===== src/rtl/riscv_pkg.sv =====
// Shared types and constants for the multicycle RV32I core.
// Enum encodings of the mux selects match the datapath mux input ordering.
package riscv_pkg;

   typedef enum logic [1:0] {
      ALUOP_ADD   = 2'b00,
      ALUOP_SUB   = 2'b01,
      ALUOP_RTYPE = 2'b10,
      ALUOP_ITYPE = 2'b11
   } aluop_t;

   typedef enum logic [3:0] {
      S_FETCH,
      S_DECODE,
      S_MEMADR,
      S_MEMRD,
      S_MEMWR,
      S_WB_MEM,
      S_EXEC_R,
      S_EXEC_I,
      S_WB_ALU,
      S_BRANCH,
      S_JAL,
      S_JALR,
      S_LUI,
      S_TRAP
   } ctrl_state_t;

   typedef enum logic {ADDR_PC, ADDR_ALUOUT} addrsel_t;
   typedef enum logic {PC_ALU, PC_ALUOUT} pcsel_t;
   typedef enum logic [1:0] {A_RS1, A_PC, A_OLDPC, A_ZERO} srca_t;
   typedef enum logic [1:0] {B_RS2, B_IMM, B_FOUR} srcb_t;
   typedef enum logic [1:0] {WB_ALUOUT, WB_MEM, WB_PC} wbsel_t;

   localparam logic [6:0] OPCODE_LOAD     = 7'b0000011;
   localparam logic [6:0] OPCODE_STORE    = 7'b0100011;
   localparam logic [6:0] OPCODE_OP       = 7'b0110011;
   localparam logic [6:0] OPCODE_OP_IMM   = 7'b0010011;
   localparam logic [6:0] OPCODE_BRANCH   = 7'b1100011;
   localparam logic [6:0] OPCODE_JAL      = 7'b1101111;
   localparam logic [6:0] OPCODE_JALR     = 7'b1100111;
   localparam logic [6:0] OPCODE_LUI      = 7'b0110111;
   localparam logic [6:0] OPCODE_AUIPC    = 7'b0010111;
   localparam logic [6:0] OPCODE_MISC_MEM = 7'b0001111;

endpackage


===== src/rtl/opcode_decoder.sv =====
// Maps the IR opcode to the state entered after DECODE.
// Anything not recognised lands in TRAP; FENCE goes straight back to FETCH.
module opcode_decoder
   import riscv_pkg::*;
(
   input  logic [6:0]  opcode,
   output ctrl_state_t next_state
);

   always_comb begin
      next_state = S_TRAP;
      case (opcode)
         OPCODE_LOAD,
         OPCODE_STORE:    next_state = S_MEMADR;
         OPCODE_OP:       next_state = S_EXEC_R;
         OPCODE_OP_IMM:   next_state = S_EXEC_I;
         OPCODE_BRANCH:   next_state = S_BRANCH;
         OPCODE_JAL:      next_state = S_JAL;
         OPCODE_JALR:     next_state = S_JALR;
         OPCODE_LUI:      next_state = S_LUI;
         OPCODE_AUIPC:    next_state = S_WB_ALU;
         OPCODE_MISC_MEM: next_state = S_FETCH;
         default:         next_state = S_TRAP;
      endcase
   end

endmodule


===== src/rtl/multicycle_control.sv =====
// Main control FSM of the multicycle RV32I core: sequences the shared datapath
// and drives ALU op, mux selects and write strobes.
//
// state    | meaning
// ---------+---------------------------------------------------------
// FETCH    | read instr at PC, on ready latch IR/OLDPC and PC<-PC+4
// DECODE   | ALUOUT<-OLDPC+imm, dispatch on opcode (FENCE retires here)
// MEMADR   | ALUOUT<-rs1+imm for load/store
// MEMRD    | data read at ALUOUT, wait for ready
// MEMWR    | data write at ALUOUT, retire on ready
// WB_MEM   | write load data to rd
// EXEC_R   | rs1 op rs2
// EXEC_I   | rs1 op imm
// LUI      | 0+imm
// WB_ALU   | write ALUOUT to rd
// BRANCH   | compare rs1/rs2, PC<-ALUOUT if taken
// JAL      | PC<-ALUOUT, rd<-PC
// JALR     | PC<-rs1+imm, rd<-PC
// TRAP     | illegal opcode, halted until reset
module multicycle_control
   import riscv_pkg::*;
(
   input  logic       clk,
   input  logic       rst,
   input  logic [6:0] opcode,
   input  logic       mem_ready,
   input  logic       branch_taken,
   output logic       mem_req,
   output logic       mem_we,
   output addrsel_t   addr_sel,
   output logic       ir_we,
   output logic       pc_we,
   output pcsel_t     pc_sel,
   output srca_t      alu_src_a,
   output srcb_t      alu_src_b,
   output aluop_t     aluop,
   output logic       reg_we,
   output wbsel_t     wb_sel,
   output logic       retire,
   output logic       halted
);

   ctrl_state_t state;
   ctrl_state_t decode_next;

   opcode_decoder u_opcode_decoder (
      .opcode     (opcode),
      .next_state (decode_next)
   );

   always_ff @(posedge clk) begin
      if (rst) begin
         state <= S_FETCH;
      end else begin
         case (state)
            S_FETCH:  if (mem_ready) state <= S_DECODE;
            S_DECODE: state <= decode_next;
            S_EXEC_R,
            S_EXEC_I,
            S_LUI:    state <= S_WB_ALU;
            // only loads and stores reach MEMADR, so non-store means load
            S_MEMADR: state <= (opcode == OPCODE_STORE) ? S_MEMWR : S_MEMRD;
            S_MEMRD:  if (mem_ready) state <= S_WB_MEM;
            S_MEMWR:  if (mem_ready) state <= S_FETCH;
            S_WB_ALU,
            S_WB_MEM,
            S_BRANCH,
            S_JAL,
            S_JALR:   state <= S_FETCH;
            S_TRAP:   state <= S_TRAP;
            default:  state <= S_TRAP;
         endcase
      end
   end

   // Outputs decode from state; only memory-completion strobes and the
   // branch PC write look at inputs. Reset masks every strobe immediately.
   always_comb begin
      mem_req   = 1'b0;
      mem_we    = 1'b0;
      addr_sel  = ADDR_PC;
      ir_we     = 1'b0;
      pc_we     = 1'b0;
      pc_sel    = PC_ALU;
      alu_src_a = A_RS1;
      alu_src_b = B_RS2;
      aluop     = ALUOP_ADD;
      reg_we    = 1'b0;
      wb_sel    = WB_ALUOUT;
      retire    = 1'b0;
      halted    = 1'b0;
      case (state)
         S_FETCH: begin
            mem_req   = 1'b1;
            alu_src_a = A_PC;
            alu_src_b = B_FOUR;
            ir_we     = mem_ready;
            pc_we     = mem_ready;
         end
         S_DECODE: begin
            alu_src_a = A_OLDPC;
            alu_src_b = B_IMM;
            retire    = (opcode == OPCODE_MISC_MEM);
         end
         S_EXEC_R: aluop = ALUOP_RTYPE;
         S_EXEC_I: begin
            alu_src_b = B_IMM;
            aluop     = ALUOP_ITYPE;
         end
         S_LUI: begin
            alu_src_a = A_ZERO;
            alu_src_b = B_IMM;
         end
         S_WB_ALU: begin
            reg_we = 1'b1;
            retire = 1'b1;
         end
         S_MEMADR: alu_src_b = B_IMM;
         S_MEMRD: begin
            mem_req  = 1'b1;
            addr_sel = ADDR_ALUOUT;
         end
         S_WB_MEM: begin
            reg_we = 1'b1;
            wb_sel = WB_MEM;
            retire = 1'b1;
         end
         S_MEMWR: begin
            mem_req  = 1'b1;
            mem_we   = 1'b1;
            addr_sel = ADDR_ALUOUT;
            retire   = mem_ready;
         end
         S_BRANCH: begin
            aluop  = ALUOP_SUB;
            pc_sel = PC_ALUOUT;
            pc_we  = branch_taken;
            retire = 1'b1;
         end
         S_JAL: begin
            pc_sel = PC_ALUOUT;
            pc_we  = 1'b1;
            reg_we = 1'b1;
            wb_sel = WB_PC;
            retire = 1'b1;
         end
         S_JALR: begin
            alu_src_b = B_IMM;
            pc_we     = 1'b1;
            reg_we    = 1'b1;
            wb_sel    = WB_PC;
            retire    = 1'b1;
         end
         S_TRAP:  halted = 1'b1;
         default: halted = 1'b0;
      endcase
      if (rst) begin
         mem_req = 1'b0;
         mem_we  = 1'b0;
         ir_we   = 1'b0;
         pc_we   = 1'b0;
         reg_we  = 1'b0;
         retire  = 1'b0;
         halted  = 1'b0;
      end
   end

endmodule


===== config.mk =====
export PLATFORM = sky130hd
export DESIGN_NAME = multicycle_control
export DESIGN_NICKNAME = d
export VERILOG_FILES = /design/src/rtl/riscv_pkg.sv /design/src/rtl/opcode_decoder.sv /design/src/rtl/multicycle_control.sv
export SDC_FILE = /design/constraint.sdc
export NUM_CORES = 1
export LEC_CHECK = 0
export BUFFER_PORTS_ARGS = -buffer_cell sky130_fd_sc_hd__buf_2
export CORE_UTILIZATION = 38
export CTS_CLUSTER_DIAMETER = 60
export DETAILED_ROUTE_END_ITERATION = 7
export PLACE_DENSITY = 0.68
export SLEW_MARGIN = 25
export SYNTH_ARGS = -nofsm -noshare
export SYNTH_HDL_FRONTEND = slang
export SYNTH_SLANG_ARGS = --single-unit

===== constraint.sdc =====
create_clock -name clk -period 1.3 [get_ports clk]
set_input_delay 0.195 -clock clk [delete_from_list [all_inputs] [get_ports clk]]
set_output_delay 0.195 -clock clk [all_outputs]
set_load 0.02 [all_outputs]

==> metrics.txt <==
clk_lat worst skew 260 ps; Fin Clk Skew roughly 9.3 ps; Switching Fraction 46.6%; grt ovf 0; Chip Height 44.3 µm; RSZ-0062 raised after global routing yes; crit path DAT 1570 ps; Final Hold Vio Count 0; Detailed Routing Iterations Pass 1 5; synth top area cells dfxtp_1, nor2_1, nand2b_1; FP Rows 14; die area 1960 µm²; slew at the pin closest to its max-slew limit 436 ps; WP buf/inv 3; fill count 17; TritonCTS buffer count 3; GRT Util Overall 37.6%; post-synthesis register bit count 4; initial DRC count around 120; total power 1.49 mW; Port-buffer cells 27; Post-synth EDFFs 0; DR vias/cell between 7 and 8; P_sw around 0.69 mW; worst setup path class reg -> out; Mapped Cells 99; syn avg cell area 6.88 µm²; nets@finish 178; Seq/Total Area, Yosys 11.8%; clock sinks 4; area delta synth->final 129%; WL per Instance 25.7 µm; Final Setup Violations 21; Int Pwr 0.795 mW; Core ar. 1590 µm²; critical path's slowest cell dfxtp_4; H-Tree Depth 1; Clock Tree Buf Depth 2; largest net degree at the start of global routing 10; Post-synth top cells nor2_1, nand2b_1, buf_2, nand2_1, nor3_1; period utilization 136%; crit path time final 1760 ps; Crit. End Element output pin; Worst path most repeated cell buf_6; Hold Path Class in -> reg; Comb pwr share about three quarters; Setup WS post-layout -462 ps; PwrDens 954 nW/µm²; dominant synthesized flop cell dfxtp_1; CTS tree done; DR vias between 1,000 and 1,500; Max Cap Viol 0; cell with the most instances after synthesis nor2_1; CP Cell Sequence buf_6 -> buf_12 -> a21oi_1 -> nor3_2 -> or2_4 -> buf_6; Critical Path Max Stage Delay 350 ps; most flop-heavy register state; initial antenna violation count 0; highest clock rate approximately 570 MHz; Top Registers state x4; outcome complete, but fails checks; Slew Viols, Final 0; Synth Net Count 110; Flop pwr share 12.7%; worst-path maximum fanout 7; Unique masters post-synth 44; headroom to the max-slew limit 70.5%; Total Wirelength 4.85 mm; Data required, critical path approximately 1100 ps; violated checks negative setup slack; top cell type by total area after synthesis dfxtp_1; Antenna Nets Post-Route 0; max reg flops 4; Ys Warns 0; final core occ between 90% and 100%; drt drc 0; asr flop ratio synth 0%; Top Family by Delay on Critical Path buffers and inverters; number of global-route vias before repair 1,118; Netlist Area Pre-Place 681 µm²; Startpoint Class flop; Final HPWL DP 1.78 mm; root buffer cell clkbuf_4; Clock Power Share 12.3%; post-synth top area share 11.8%; I/O pin count 28; CTS clock-pin slew for the worst setup and hold paths 40 ps; diode count 0; Pleak 0.667 nW; Die W around 44 µm; layout cells sized above 1 72.1%; global-route wire length before repair roughly 5.3 mm; Max VDD drop 976 µV; Starting Density 42.7%; GPL Wtd Cong 0.797
==> kinds of logic after synthesis <==
family / Yosys count / share of synthesized area [%]
flip-flops: 4 / 11.8
multiplexers: 1 / 1.47
AO/OA/AOI/OAI: 26 / 27.8
XOR/XNOR: 2 / 2.57
AND/OR/NAND/NOR: 55 / 48.2
buffers and inverters: 11 / 8.27
==> per-layer routing <==
layer,GRT usage (%),up-vias,routed length (µm)
li1,-,513,-
met1,43.3,583,1520
met2,71.2,167,2100
met3,4.08,77,566
met4,12.1,0,672
met5,0,-,0
==> repair_timing <==
| action | 4_1_cts | 5_1_grt |
|---|---|---|
| setup endpoints to repair | 21 | 21 |
| setup buffers | 8 | 3 |
| gates resized for setup | 57 | 22 |
| gates cloned | 0 | 0 |
| pin swaps | 9 | 3 |
| hold buffers | 0 | 0 |
==> worst register-to-register path, delay by kind of cell (launching register included) <==
kind / cells / cell delay (ps)
buffers and inverters: 3 / 400
flip-flops: 1 / 390
AO/OA/AOI/OAI: 3 / 790
==> area by class of cell <==
| cell class | count | area, µm² | area share, % |
|---|---|---|---|
| multi-input cells | 84 | 787 | 50.4 |
| inverters | 2 | 7.51 | 0.481 |
| repair buffers | 72 | 619 | 39.7 |
| flip-flops and latches | 4 | 95.1 | 6.09 |
| well taps | 24 | 30.0 | 1.92 |
| clock buffers | 3 | 22.5 | 1.44 |
==> stage by stage <==
stage / instance area, µm² / worst slack, ps / hold WS (ps) / cells / setup TNS, ps
3_3_place_gp: 1180 / -142 / 483 / 176 / -1220
6_report: 1560 / -462 / 244 / 189 / -6680
4_1_cts: 1450 / -297 / 222 / 186 / -3970
2_1_floorplan: 798 / -224 / 411 / 99 / -830
3_5_place_dp: 1180 / -182 / 481 / 176 / -1360
5_1_grt: 1560 / -477 / 250 / 189 / -7000
==> final timing paths <==
kind / startpoint / to / slack (ps) / cells past startpoint
setup / recovery: state[1]$_SDFFE_PP0P_ / pc_we / -460 / 6
hold reg to reg: state[3]$_SDFFE_PP0P_ / state[3]$_SDFFE_PP0P_ / 790 / 3
hold / removal: rst / state[1]$_SDFFE_PP0P_ / 240 / 2
setup reg to reg: state[2]$_SDFFE_PP0P_ / state[0]$_SDFFE_PP0P_ / -400 / 6
==> power by group through the flow <==
stage	clock [mW]	sequential [mW]	combinational [mW]
final	0.183	0.189	1.12
after global routing	0.191	0.186	1.14
after CTS	0.165	0.175	0.903
after detailed placement	0	0.173	0.708
after global placement	0	0.173	0.697
after floorplan	0	0.158	0.446
==> layout by cell type, fill, tap and decap left out, drive strengths merged, types with 4 or more instances in the layout <==
| cell type | synthesis | final |
|---|---|---|
| a21oi | 4 | 4 |
| buf | 7 | 72 |
| dfxtp | 4 | 4 |
| nand2 | 5 | 5 |
| nand2b | 6 | 6 |
| nor2 | 13 | 13 |
| nor3 | 5 | 5 |
| nor4 | 4 | 4 |
(Power assumes the default switching activity.)
